[src/rtl/est_pkg.sv]
// Shared encodings and the flat-frame element offset helper for the estimation
// sample streamer.
package est_pkg;

    typedef enum logic {
        ST_IDLE   = 1'b0,
        ST_STREAM = 1'b1
    } state_t;

    localparam logic [1:0] OCC_EMPTY = 2'd0;
    localparam logic [1:0] OCC_FULL  = 2'd2;

    // Bit offset of element (source d, sample n) inside a flat frame.
    function automatic int unsigned elem_off(input int unsigned d, input int unsigned n,
                                             input int unsigned samples,
                                             input int unsigned data_width);
        return (d * samples + n) * data_width;
    endfunction

endpackage

[src/rtl/est_frame_bank.sv]
// One captured estimation frame plus a column mux that presents all DIM
// sources of a selected sample as a single output beat.
module est_frame_bank
    import est_pkg::*;
#(
    parameter  int DATA_WIDTH = 16,
    parameter  int DIM        = 3,
    parameter  int SAMPLES    = 4,
    localparam int IDX_W      = (SAMPLES > 1) ? $clog2(SAMPLES) : 1
) (
    input  logic                                 clk,
    input  logic                                 load,
    input  logic [0:DATA_WIDTH*DIM*SAMPLES-1]    frame,
    input  logic [IDX_W-1:0]                     idx,
    output logic [DATA_WIDTH*DIM-1:0]            col
);

    logic [0:DATA_WIDTH*DIM*SAMPLES-1] frame_q;

    always_ff @(posedge clk) begin
        if (load) begin
            frame_q <= frame;
        end
    end

    for (genvar d = 0; d < DIM; d++) begin : g_col
        assign col[d*DATA_WIDTH +: DATA_WIDTH] =
            frame_q[elem_off(d, 32'(idx), SAMPLES, DATA_WIDTH) +: DATA_WIDTH];
    end

endmodule

[src/rtl/est_sample_streamer.sv]
// Captures each estimation frame into one of two banks and replays it as
// per-sample DIM-component beats over a valid/ready stream.
module est_sample_streamer
    import est_pkg::*;
#(
    parameter  int DATA_WIDTH = 16,
    parameter  int DIM        = 3,
    parameter  int SAMPLES    = 4,
    localparam int IDX_W      = (SAMPLES > 1) ? $clog2(SAMPLES) : 1
) (
    input  logic                                 clk,
    input  logic                                 rst,
    input  logic                                 est_opvld,
    input  logic [0:DATA_WIDTH*DIM*SAMPLES-1]    s_est_in,
    output logic                                 in_ready,
    output logic                                 m_valid,
    input  logic                                 m_ready,
    output logic [DATA_WIDTH*DIM-1:0]            m_data,
    output logic [IDX_W-1:0]                     m_idx,
    output logic                                 m_last,
    output logic [15:0]                          frame_cnt,
    output logic                                 overflow
);

    localparam logic [IDX_W-1:0] LAST_IDX = IDX_W'(SAMPLES - 1);
    localparam logic [IDX_W-1:0] IDX_ONE  = IDX_W'(1);

    logic                      est_prev;
    logic                      wr_ptr;
    logic                      rd_ptr;
    logic [1:0]                occ;
    logic [1:0]                occ_next;
    state_t                    state;
    logic                      cap;
    logic                      hs;
    logic                      rel;
    logic                      accept;
    logic [IDX_W-1:0]          idx_inc;
    logic [DATA_WIDTH*DIM-1:0] col [2];

    assign cap     = est_opvld && !est_prev;
    assign hs      = m_valid && m_ready;
    assign rel     = hs && m_last;
    // A full buffer still takes a frame when the head frame leaves on this edge.
    assign accept  = cap && ((occ != OCC_FULL) || rel);
    assign idx_inc = m_idx + IDX_ONE;

    always_comb begin
        occ_next = occ;
        if (accept && !rel) begin
            occ_next = occ + 2'd1;
        end else if (!accept && rel) begin
            occ_next = occ - 2'd1;
        end
    end

    assign in_ready = (occ != OCC_FULL);
    assign m_data   = m_valid ? col[rd_ptr] : '0;

    for (genvar b = 0; b < 2; b++) begin : g_bank
        est_frame_bank #(
            .DATA_WIDTH (DATA_WIDTH),
            .DIM        (DIM),
            .SAMPLES    (SAMPLES)
        ) u_bank (
            .clk   (clk),
            .load  (accept && (wr_ptr == 1'(b))),
            .frame (s_est_in),
            .idx   (m_idx),
            .col   (col[b])
        );
    end

    always_ff @(posedge clk) begin
        if (rst) begin
            est_prev  <= 1'b1;
            wr_ptr    <= 1'b0;
            rd_ptr    <= 1'b0;
            occ       <= OCC_EMPTY;
            overflow  <= 1'b0;
            frame_cnt <= 16'd0;
            state     <= ST_IDLE;
            m_valid   <= 1'b0;
            m_idx     <= '0;
            m_last    <= 1'b0;
        end else begin
            est_prev <= est_opvld;
            occ      <= occ_next;
            if (accept) begin
                wr_ptr <= ~wr_ptr;
            end
            if (rel) begin
                rd_ptr    <= ~rd_ptr;
                frame_cnt <= frame_cnt + 16'd1;
            end
            if (cap && !accept) begin
                overflow <= 1'b1;
            end

            case (state)
                ST_IDLE: begin
                    if (occ != OCC_EMPTY) begin
                        state   <= ST_STREAM;
                        m_valid <= 1'b1;
                        m_idx   <= '0;
                        m_last  <= (LAST_IDX == '0);
                    end
                end
                ST_STREAM: begin
                    if (hs) begin
                        if (!m_last) begin
                            m_idx  <= idx_inc;
                            m_last <= (idx_inc == LAST_IDX);
                        end else begin
                            m_idx <= '0;
                            // Chain straight into the other bank when it holds a frame.
                            if (occ_next != OCC_EMPTY) begin
                                m_last <= (LAST_IDX == '0);
                            end else begin
                                state   <= ST_IDLE;
                                m_valid <= 1'b0;
                                m_last  <= 1'b0;
                            end
                        end
                    end
                end
            endcase
        end
    end

endmodule

[config.mk]
export PLATFORM = sky130hd
export DESIGN_NAME = est_sample_streamer
export DESIGN_NICKNAME = d
export VERILOG_FILES = /design/src/rtl/est_pkg.sv /design/src/rtl/est_frame_bank.sv /design/src/rtl/est_sample_streamer.sv
export SDC_FILE = /design/constraint.sdc
export NUM_CORES = 1
export LEC_CHECK = 0
export ABC_AREA = 1
export CELL_PAD_IN_SITES_DETAIL_PLACEMENT = 0
export CELL_PAD_IN_SITES_GLOBAL_PLACEMENT = 1
export CORE_MARGIN = 4
export CORE_UTILIZATION = 42
export CTS_CLUSTER_DIAMETER = 150
export CTS_CLUSTER_SIZE = 14
export DETAILED_ROUTE_END_ITERATION = 12
export GPL_TIMING_DRIVEN = 0
export PLACE_DENSITY_LB_ADDON = 0.1
export RECOVER_POWER = 100
export SYNTH_ARGS = -nofsm -noshare
export SYNTH_HDL_FRONTEND = slang
export SYNTH_HIERARCHICAL = 1
export SYNTH_SLANG_ARGS = --single-unit
[constraint.sdc]
create_clock -name clk -period 14.72 [get_ports clk]
set_clock_uncertainty 0.05 [all_clocks]
set_input_delay 2.944 -clock clk [delete_from_list [all_inputs] [get_ports clk]]
set_output_delay 2.944 -clock clk [all_outputs]
set_load 0.005 [all_outputs]
* Word level (Yosys, flattened, before mapping)
Cells that the tools add are included.
** Word-level totals
- Flip-flop bits (word level) :: 411
- Bits in latches :: 0
- Bits in writable memories :: 0
- Memory bits (read-only) :: 0
- Memories :: 0
** Operators by class
- $add $sub $neg :: 6
- $mul :: 0
- Div/mod/pow operators :: 0
- Order comparisons :: 1
- Eq/ne operators :: 6
- Shifts and indexed selects :: 6
- Muxes and demuxes :: 24
- Bitwise operators :: 7
- Reduce and logical (&&, ||, !) cells :: 17
** Operators with widths (count)
- 192-bit by 33-bit variable part select with 193-bit output :: 6
- 48-bit 2-to-1 mux :: 4
- 32-bit NOT with 33-bit output :: 2
- 6-bit NOT with 33-bit output :: 1
- 16-bit by 1-bit adder with 16-bit output, second input constant :: 1
- 1-bit 2-to-1 mux :: 11
- 2-bit 2-to-1 mux :: 5
- 1-bit logical AND :: 9
- 2-bit inequality test, second input constant :: 4
- 1-bit case mux with 2 select lines :: 3
- 4-bit by 2-bit adder with 5-bit output, first input constant :: 1
- 2-bit by 1-bit adder with 2-bit output, second input constant :: 2
- 3-bit by 2-bit adder with 4-bit output, first input constant :: 1
- 2-bit case mux with 2 select lines :: 1
- 4-bit AND reduction :: 1
- 2-bit nonzero test :: 2
- 1-bit logical NOT :: 3
- 1-bit NOT :: 3
- 2-bit == test, second input constant :: 1
- 2-bit greater-or-equal comparator, second input constant :: 1
- 2-bit by 1-bit inequality test with 1-bit output, second input constant :: 1
- 1-bit NOT with 2-bit output :: 1
- 2-bit AND reduction :: 1
- 2-bit by 1-bit subtractor with 2-bit output, second input constant :: 1
- 1-bit logical OR :: 1

* Longest topological paths before layout
Gate-level depths: netlist (run 1).
- Depth in word-level cells :: 13
- Gate-level depth with buffers :: 10

* Hierarchy
The synthesis (run 1) kept the hierarchy.
** Modules (own cells, without submodules)
- est_frame_bank :: instances 2, cells each 753, area each 8065.2 µm²
- est_sample_streamer :: instances 1, cells each 366, area each 2043.2 µm²

* Least setup slack after synthesis (run 1)
OpenSTA, ideal clock, no wires.
- Kind :: input to register
- From :: input port est_opvld
- To :: register g_bank[1].u_bank/frame_q[0] in the netlist's numbering (enable)
- Setup time :: 0.748 ns
- Arrival :: 11.236 ns
- Data required time :: 13.922 ns
- Slack :: 2.686 ns
- Stages on the path :: 4
- Buffers on the path :: 0
- Cell sequence :: inv_1 nor2_1 nand2_1 nor2_1
** On the way
- Word-level cells in the longest chain between the ends :: 3
** RTL lines
- start, declared :: RTL line est_sample_streamer.sv:13 : input logic est_opvld,
- 1-bit logical AND :: RTL line est_sample_streamer.sv:41 : assign cap = est_opvld && !est_prev;
- 1-bit logical AND :: RTL line est_sample_streamer.sv:45 : assign accept = cap && ((occ != OCC_FULL) || rel);
- 1-bit logical AND :: RTL line est_sample_streamer.sv:67 : .load (accept && (wr_ptr == 1'(b))),
- end signal, assigned :: RTL line est_frame_bank.sv:22 : frame_q <= frame;
- end, declared :: RTL line est_frame_bank.sv:18 : logic [0:DATA_WIDTH*DIM*SAMPLES-1] frame_q;
Every way passes these cells.
A chain may end at the register's enable or synchronous reset.

* Worst setup path in the final report (run 1)
- From :: input port est_opvld
- To :: register g_bank[0].u_bank/frame_q[176] in the netlist's numbering (enable)
** On the way
- Word-level cells in the longest chain between the ends :: 3
** RTL lines (RTL line)
- 1-bit logical AND :: est_sample_streamer.sv:41
- 1-bit logical AND :: est_sample_streamer.sv:45
- 1-bit logical AND :: est_sample_streamer.sv:67
- end signal, assigned :: est_frame_bank.sv:22
- end, declared :: est_frame_bank.sv:18
Every way passes these cells.

==> results.cfg, run 1 <==
[clock_network]
cts_setup_buffers = 0
cts_tree = built
cts_hold_buf = 0
cts_max_path_buffers = 3
clk_latency_ns = 0.53
numCtsBuffers = 35
cts-htree-levels = 2
cts_root_buf = clkbuf_16
cts_resized = 0
cts.clk_slew.worst_paths_ns = 0.06
cts.sinks = 411

[synth]
yosysTopAreaCell = edfxtp_1
ys_seq_elements = 411
yosysUniqueCellTypes = 25
synthCells = 1872
syn_nets = 2072
synth_ff_type = edfxtp_1
synth_most_common_cell = nand2_1
synth-async-reset-ratio = 0
synth_top_cell_area_share = 0.634
syn_area_mm2 = 0.0182
ys_seq_area_frac = 0.664
synthTopCellsByArea = edfxtp_1, nand2_1, inv_1
avgSynthCellArea_um2 = 9.71
synth_edf_count = 384
yosysWarnings = 6
synth_commonest_cells = nand2_1, inv_1, edfxtp_1

[critical_path]
endpoint = g_bank[0].u_bank/frame_q[176]
r2r_start = m_valid
required_ns = 14.91
crit_slowest_cell = nor2_1
crit_buf_inv = 7
crit_start = est_opvld
crit_cells = 10
arrival_ns = 9.94
cpPeakStageDelay_ns = 1.58
critPathMostFrequentCell = clkbuf_1
worstPathCellList = dlygate4sd3_1 > inv_1 > nor2_1 > nand2_1 > nor2_1 > clkbuf_1 > clkbuf_1 > clkbuf_1 > buf_16 > buf_16
r2r-end = g_bank[0].u_bank/frame_q[176]
reg2reg_slack_ns = 7.48
critPathKind = in -> reg
reg2regPathDepth = 9
critPathLaunchType = input pin
path_max_fanout = 29
crit_path_end_kind = flop
path_delay_family = buffers and inverters

[drt]
vias = 13200
wl_um = 52700
routed_via_density = 4.75
dr.pass1.iters = 5
routedWlPerCell_um = 18.9
drc = 0
initialDrtViolationCount = 959
ant_nets = 0

[timing]
rsz0062_at_grt = false
hold_viol = 0
maxSlewViolCount = 304
setup_viol = 0
fin_ws_ns = 4.97
layout_min_cycle_time_ns = 9.75
hold_ws_ns = 0.414
worst_slew_pin_slew_ns = 2.14
fmax_mhz = 103
maxSlewHeadroom = -0.431
post-route-period-util = 0.662

[run_status]
violations = capacitance limit, slew limit
status = finished, violations left

[placement]
place_worst_setup_slack_ns = 8.55
gp_congestion = 0.805
hpwl_um = 36300
dp_cells = 2727
numPortBuffers = 264

[layout]
syn_to_final_growth_pct = 24.2
nets = 2387
drive_gt1_frac = 0.0468
final_util = 0.534
fin_cells = 2785

[power]
p_leak_nw = 10.0
p_total_mw = 2.43
ir_drop_mv = 0.104
power.density_mw_per_mm2 = 108

[grt]
grt_pass1_vias = 13100
antenna_found_initial = 16
grt_remaining_overflow = 0
grt_pass1_wl_um = 77800
grt_max_degree = 31
grtUsageTotal = 0.222

[hold_path]
hold_class = reg -> reg

[die]
dieArea_mm2 = 0.0467
start_util = 0.429
dieHeight_um = 216
rows = 75
core-area_mm2 = 0.0423
io_pins = 266
die_x_um = 216

[run]
maxCapViolations = 11
## placed cells by master (no fill, tap or decap)
cell / count
nand2_1: 531
inv_1: 418
edfxtp_1: 384
dlygate4sd3_1: 262
nand3_1: 205
nor2_1: 126
o21ai_0: 62
clkbuf_1: 49
buf_2: 40
clkbuf_16: 35
dfxtp_1: 27
a21oi_1: 18
buf_6: 12
diode_2: 9
inv_2: 4
nand4_1: 4
ha_1: 4
nand2_2: 2
nor3_1: 2
buf_4: 2
buf_16: 2
clkdlybuf4s50_1: 2
nand2_4: 1
nand3_2: 1
nor2_2: 1
a31oi_1: 1
o21a_1: 1
inv_6: 1
inv_8: 1
buf_12: 1
## worst min-delay path by stage
| stage | start | to | slack, ns | cells past startpoint |
|---|---|---|---|---|
| final | overflow | overflow | 0.41 | 1 |
| after global routing | overflow | overflow | 0.45 | 1 |
| after CTS | overflow | overflow | 0.42 | 1 |
| after detailed placement | overflow | overflow | 0.41 | 1 |
| after global placement | overflow | overflow | 0.40 | 1 |
| after floorplan | overflow | overflow | 0.41 | 1 |
## area by class of cell
type / instances / area (um^2)
clock inverters: 2 / 20.0
fillers: 3864 / 19700
well taps: 577 / 722
plain buffers: 80 / 448
repair buffers: 278 / 2760
multi-input cells: 959 / 4030
inverters: 422 / 1580
flip-flops and latches: 411 / 12100
diodes: 9 / 22.5
clock buffers: 47 / 921
## kinds of logic after synthesis
kind of cell	synth area share
and+or+nand+nor	0.198
buffers and inverters	0.112
DFF	0.664
AOI/OAI and AO/OA	0.0228
adders and majority gates	0.00275
## where the power goes
part           switching [mW]  total, mW  internal, mW
clock network           0.398      0.834         0.436
logic                   0.178      0.285         0.107
registers             0.00655       1.31          1.30
## registers in the layout, summed over array words and instances, names as in the netlist
signal	count
g_bank.u_bank/frame_q	384
m_last	1
rd_ptr	1
state	1
m_valid	1
m_idx	2
est_prev	1
frame_cnt	16
wr_ptr	1
overflow	1
occ	2
## stage by stage
stage               area [um^2]  TNS (ns)
floorplan                 18200         0
global placement          21500  -1232.93
detailed placement        21900         0
CTS                       22800         0
global route              22600         0
finish                    22600         0
## layer usage
layer	up-vias	share of wire	global-route usage
li1	6493	-	-
met1	6258	0.43	0.296
met2	373	0.48	0.370
met3	96	0.060	0.0401
met4	6	0.029	0.0734
met5	-	0.00055	0
## worst register-to-register path: stages, from the launching register on
cell and delay [ns]:
dfxtp_1 0.48, nand3_1 0.18, nand2_1 0.15, nand2_1 0.08, nor2_1 1.58, clkbuf_1 1.31, clkbuf_1 1.25, clkbuf_1 1.40
buf_16 0.27, buf_16 0.18
Note: power is estimated with default switching activity, not from simulation.
==> inputs of run 2 (changes only) <==
==> constraint.sdc (replaced) <==
create_clock -name clk -period 10 [get_ports clk]
set_clock_uncertainty 0.05 [all_clocks]
set_input_delay 2 -clock clk [delete_from_list [all_inputs] [get_ports clk]]
set_output_delay 2 -clock clk [all_outputs]
set_load 0.005 [all_outputs]
==> run 2 against run 1 <==
  * The run still ends with capacitance limit, slew limit left
  * Non-clock buffer count unchanged
  * First-iteration DRC count rose by 10%
  * Via count increased by 0.98%
  * Global-route usage up 0.13 points
  * Critical endpoint is now g_bank[0].u_bank/frame_q[20]
  * Largest cell class unchanged
==> results.cfg, run 2 (synthesis results as in run 1) <==
[run_status]
status = finished, violations left
violations = capacitance limit, slew limit

[clock_network]
cts-htree-levels = 2
cts.sinks = 411
clk_latency_ns = 0.55
cts_resized = 0
cts.clk_slew.worst_paths_ns = 0.07
cts_hold_buf = 0
numCtsBuffers = 35
cts_setup_buffers = 0
cts_tree = built
cts_root_buf = clkbuf_16
cts_max_path_buffers = 3

[power]
p_leak_nw = 10.0
p_int_mw = 2.72
power_frac_seq = 0.539
power.density_mw_per_mm2 = 159
switching_power_uw = 859
clkPwrFrac = 0.344
sw_frac_of_total = 0.240
ir_drop_mv = 0.119
combPwrFrac = 0.117

[timing]
setup_viol = 0
maxSlewViolCount = 205
fmax_mhz = 139
post-route-period-util = 0.721
layout_min_cycle_time_ns = 7.21
rsz0062_at_grt = false
hold_viol = 0
worst_slew_pin_slew_ns = 1.88
maxSlewHeadroom = -0.250

[layout]
top_regs = g_bank.u_bank/frame_q (384), frame_cnt (16)
multi_input_area_mm2 = 0.00403
largest_register = g_bank.u_bank/frame_q
largest_register_ffs = 384
fin_cells = 2786
final_common_cell = nand2_1
syn_to_final_growth_pct = 24.1
seq_area_mm2 = 0.0121
drive_gt1_frac = 0.0459
fillers = 3849
nets = 2387
final_util = 0.533
layout_common_cells = nand2_1, inv_1, edfxtp_1, dlygate4sd3_1, nand3_1

[die]
io_pins = 266
dieArea_mm2 = 0.0467
rows = 75
core-area_mm2 = 0.0423
start_util = 0.429
dieHeight_um = 216
die_x_um = 216

[critical_path]
path_max_fanout = 27
critPathLaunchType = input pin
arrival_ns = 7.30
required_ns = 10.09
reg2regPathDepth = 7
critPathKind = in -> reg
crit_path_end_kind = flop

[grt]
grt_pass1_wl_um = 78500
grt_remaining_overflow = 0
grt_max_degree = 32
grtUsageTotal = 0.223
antenna_found_initial = 16
grt_pass1_vias = 13100

[hold_path]
hold_depth = 1
hold_class = reg -> reg

[placement]
numPortBuffers = 264
dp_cells = 2727
gp_congestion = 0.821
hpwl_um = 36200

[drt]
routedWlPerCell_um = 19.0
ant_nets = 0
vias = 13400
dr.pass1.iters = 5
initialDrtViolationCount = 1056
routed_via_density = 4.79
wl_um = 53000
drc = 0

[run]
maxCapViolations = 7
run 2: cell count changes in the layout (fill, tap and decap cells not counted), sizes merged:
| cell | delta |
|---|---|
| clkinv | +1 |
| clkbuf | +1 |
| diode | +1 |
| inv | -1 |
| dlygate4sd3 | -1 |
| buf | -1 |
| clkdlybuf4s50 | +1 |
run 2: per-stage QoR:
step | hold WS, ns | area [um^2] | power [mW] | setup slack, ns | setup TNS (ns)
after floorplan | 0.414 | 18200 | 2.17 | 2.15 | 0
after global placement | 0.404 | 21500 | 2.41 | -1.60 | -601.03
after detailed placement | 0.413 | 21800 | 2.41 | 5.15 | 0
after CTS | 0.429 | 22800 | 3.64 | 4.53 | 0
after global routing | 0.442 | 22500 | 3.72 | 2.26 | 0
final | 0.417 | 22600 | 3.57 | 2.79 | 0
run 2: layout make-up:
type / count / share of cell area
clock inverter: 2 / 0.000888
inverter: 422 / 0.0702
clock buffer: 47 / 0.0408
tap: 577 / 0.0320
multi-input combinational: 959 / 0.179
timing repair buffer: 278 / 0.121
buffer: 80 / 0.0199
sequential: 411 / 0.535
antenna: 10 / 0.00111
run 2: final timing paths:
| check | startpoint | endpoint | slack [ns] |
|---|---|---|---|
| max reg2reg | m_valid | g_bank[0].u_bank/frame_q[20] | 4.32 |
| min | overflow | overflow | 0.42 |
| min reg2reg | overflow | overflow | 0.42 |
| max | m_ready | g_bank[0].u_bank/frame_q[20] | 2.79 |
run 2: critical path: stages:
cell and delay (ns):
dlygate4sd3_1 0.60, nand3_1 0.13, nand2_1 0.13, nand2_1 0.08
nor2_1 0.81, clkbuf_1 1.03, clkbuf_1 1.26, clkbuf_1 1.23
run 2: power groups by stage:
stage | clock, mW | sequential, mW | combinational, mW
after global routing | 1.33 | 1.93 | 0.461
after global placement | 0 | 1.97 | 0.436
after detailed placement | 0 | 1.96 | 0.448
after CTS | 1.27 | 1.92 | 0.450
after floorplan | 0 | 1.97 | 0.205
final | 1.23 | 1.93 | 0.419
run 2: metal layers:
metal | GRT usage | share of wire | wire length (um) | up-vias
met2 | 0.380 | 0.48 | 25400 | 415
met5 | 0 | 0.0011 | 59 | -
li1 | - | - | - | 6499
met1 | 0.290 | 0.42 | 22500 | 6339
met4 | 0.0723 | 0.029 | 1550 | 10
met3 | 0.0429 | 0.065 | 3450 | 93
==> inputs of run 3 (changes only) <==
==> constraint.sdc (replaced) <==
create_clock -name clk -period 7.2 [get_ports clk]
set_clock_uncertainty 0.05 [all_clocks]
set_input_delay 1.44 -clock clk [delete_from_list [all_inputs] [get_ports clk]]
set_output_delay 1.44 -clock clk [all_outputs]
set_load 0.005 [all_outputs]
==> run 3 against run 2 <==
  * The run still ends with capacitance limit, slew limit left
  * Non-clock buffer count unchanged
  * Routed wire length increased by 0.11%
  * Design area increased by 0.34%
  * Combinational power increased by 40%
  * Via count about the same
  * Register-to-register slack got worse by 1.7 ns
  * Clock-buffer cell count unchanged
  * Sequential share of layout area decreased by 0.18 points
==> results.cfg, run 3 (synthesis results as in run 1) <==
[run_status]
status = finished, violations left
violations = capacitance limit, slew limit

[grt]
grt_max_degree = 32
grt.met3_usage = 0.0429
antenna_found_initial = 16
grtUsageTotal = 0.223
grt_pass1_wl_um = 78500
grt_remaining_overflow = 0
gr-usage-met2 = 0.380
busiest_layer = met2
grt_pass1_vias = 13100
grtUsageMet1 = 0.290

[die]
start_util = 0.429
dieArea_mm2 = 0.0467
die_x_um = 216
core-area_mm2 = 0.0423
rows = 75
dieHeight_um = 216
io_pins = 266

[clock_network]
cts_tree = built
numCtsBuffers = 35
cts_hold_buf = 0
cts.clk_slew.worst_paths_ns = 0.07
cts_resized = 0
cts_max_path_buffers = 3
cts_setup_buffers = 0
clk_latency_ns = 0.56
cts_root_buf = clkbuf_16
cts-htree-levels = 2
cts.sinks = 411

[placement]
hpwl_um = 36200
gp_congestion = 0.821
numPortBuffers = 264
place_worst_setup_slack_ns = 2.91
dp_cells = 2727
placed_area_mm2 = 0.0218

[drt]
routedWlPerCell_um = 19.1
routed_via_density = 4.80
ant_nets = 0
dr.pass1.iters = 5
wl_um = 53000
drc = 0
initialDrtViolationCount = 1055
vias = 13400

[power]
ir_drop_mv = 0.165
power.density_mw_per_mm2 = 220
p_leak_nw = 10.0
p_total_mw = 4.97

[timing]
hold_viol = 0
post-route-period-util = 0.774
maxSlewViolCount = 82
hold_ws_ns = 0.417
setup_viol = 0
fmax_mhz = 179
maxSlewHeadroom = -0.133
fin_ws_ns = 1.62
tns_ns = 0
rsz0062_at_grt = false
layout_min_cycle_time_ns = 5.58
worst_slew_pin_slew_ns = 1.70

[critical_path]
r2r_start = m_valid
arrival_ns = 5.66
critPathKind = in -> reg
path_max_fanout = 29
r2r-end = g_bank[0].u_bank/frame_q[56]
required_ns = 7.29
crit_path_end_kind = flop
reg2regPathDepth = 6
reg2reg_slack_ns = 2.60
critPathLaunchType = input pin

[layout]
final_util = 0.535
fin_cells = 2784
fillers = 3834
drive_gt1_frac = 0.0482
layout_common_cells = nand2_1, inv_1, edfxtp_1, dlygate4sd3_1, nand3_1
top_regs = g_bank.u_bank/frame_q (384), frame_cnt (16)
final_common_cell = nand2_1
final_cell_area_mm2 = 0.0226
largest_register_ffs = 384
syn_to_final_growth_pct = 24.5
nets = 2387
largest_register = g_bank.u_bank/frame_q

[hold_path]
hold_start = overflow
hold_class = reg -> reg
hold_end = overflow
hold_depth = 1

[run]
maxCapViolations = 4
-- run 3: worst max-delay path by stage --
stage,start,endpoint,slack [ns]
global route,m_ready,g_bank[0].u_bank/frame_q[56],1.19
global placement,est_opvld,g_bank[1].u_bank/frame_q[142],-3.84
finish,m_ready,g_bank[0].u_bank/frame_q[56],1.62
CTS,m_valid,m_data[30],2.29
floorplan,est_opvld,g_bank[1].u_bank/frame_q[0],-0.09
detailed placement,m_valid,m_data[30],2.91
-- run 3: cell type report --
cell class              count  area [um^2]  share of cell area
flip-flops and latches    411        12100               0.534
multi-input cells         959         4030               0.178
repair buffers            278         2810               0.124
inverters                 422         1580              0.0700
clock buffers              47          921              0.0407
well taps                 577          722              0.0319
plain buffers              80          448              0.0198
clock inverters             2         20.0            0.000885
diodes                      8         20.0            0.000885
-- run 3: power breakdown --
part           total (mW)  internal (mW)  switching [mW]
Sequential           2.67           2.66          0.0136
Combinational       0.586          0.221           0.365
Clock                1.71          0.892           0.818
Total                4.97           3.77            1.20
-- run 3: critical path, stage by stage --
cell and delay, ns:
dlygate4sd3_1 0.59, nand3_1 0.13, nand2_1 0.13, nand2_1 0.08, nor2_1 0.81, clkbuf_1 1.15, clkbuf_1 1.30
-- run 3: metal layers --
| metal | vias to the layer above | part of all wire |
|---|---|---|
| li1 | 6496 | - |
| met1 | 6332 | 0.42 |
| met5 | - | 0.0012 |
| met3 | 93 | 0.065 |
| met2 | 428 | 0.48 |
| met4 | 12 | 0.028 |
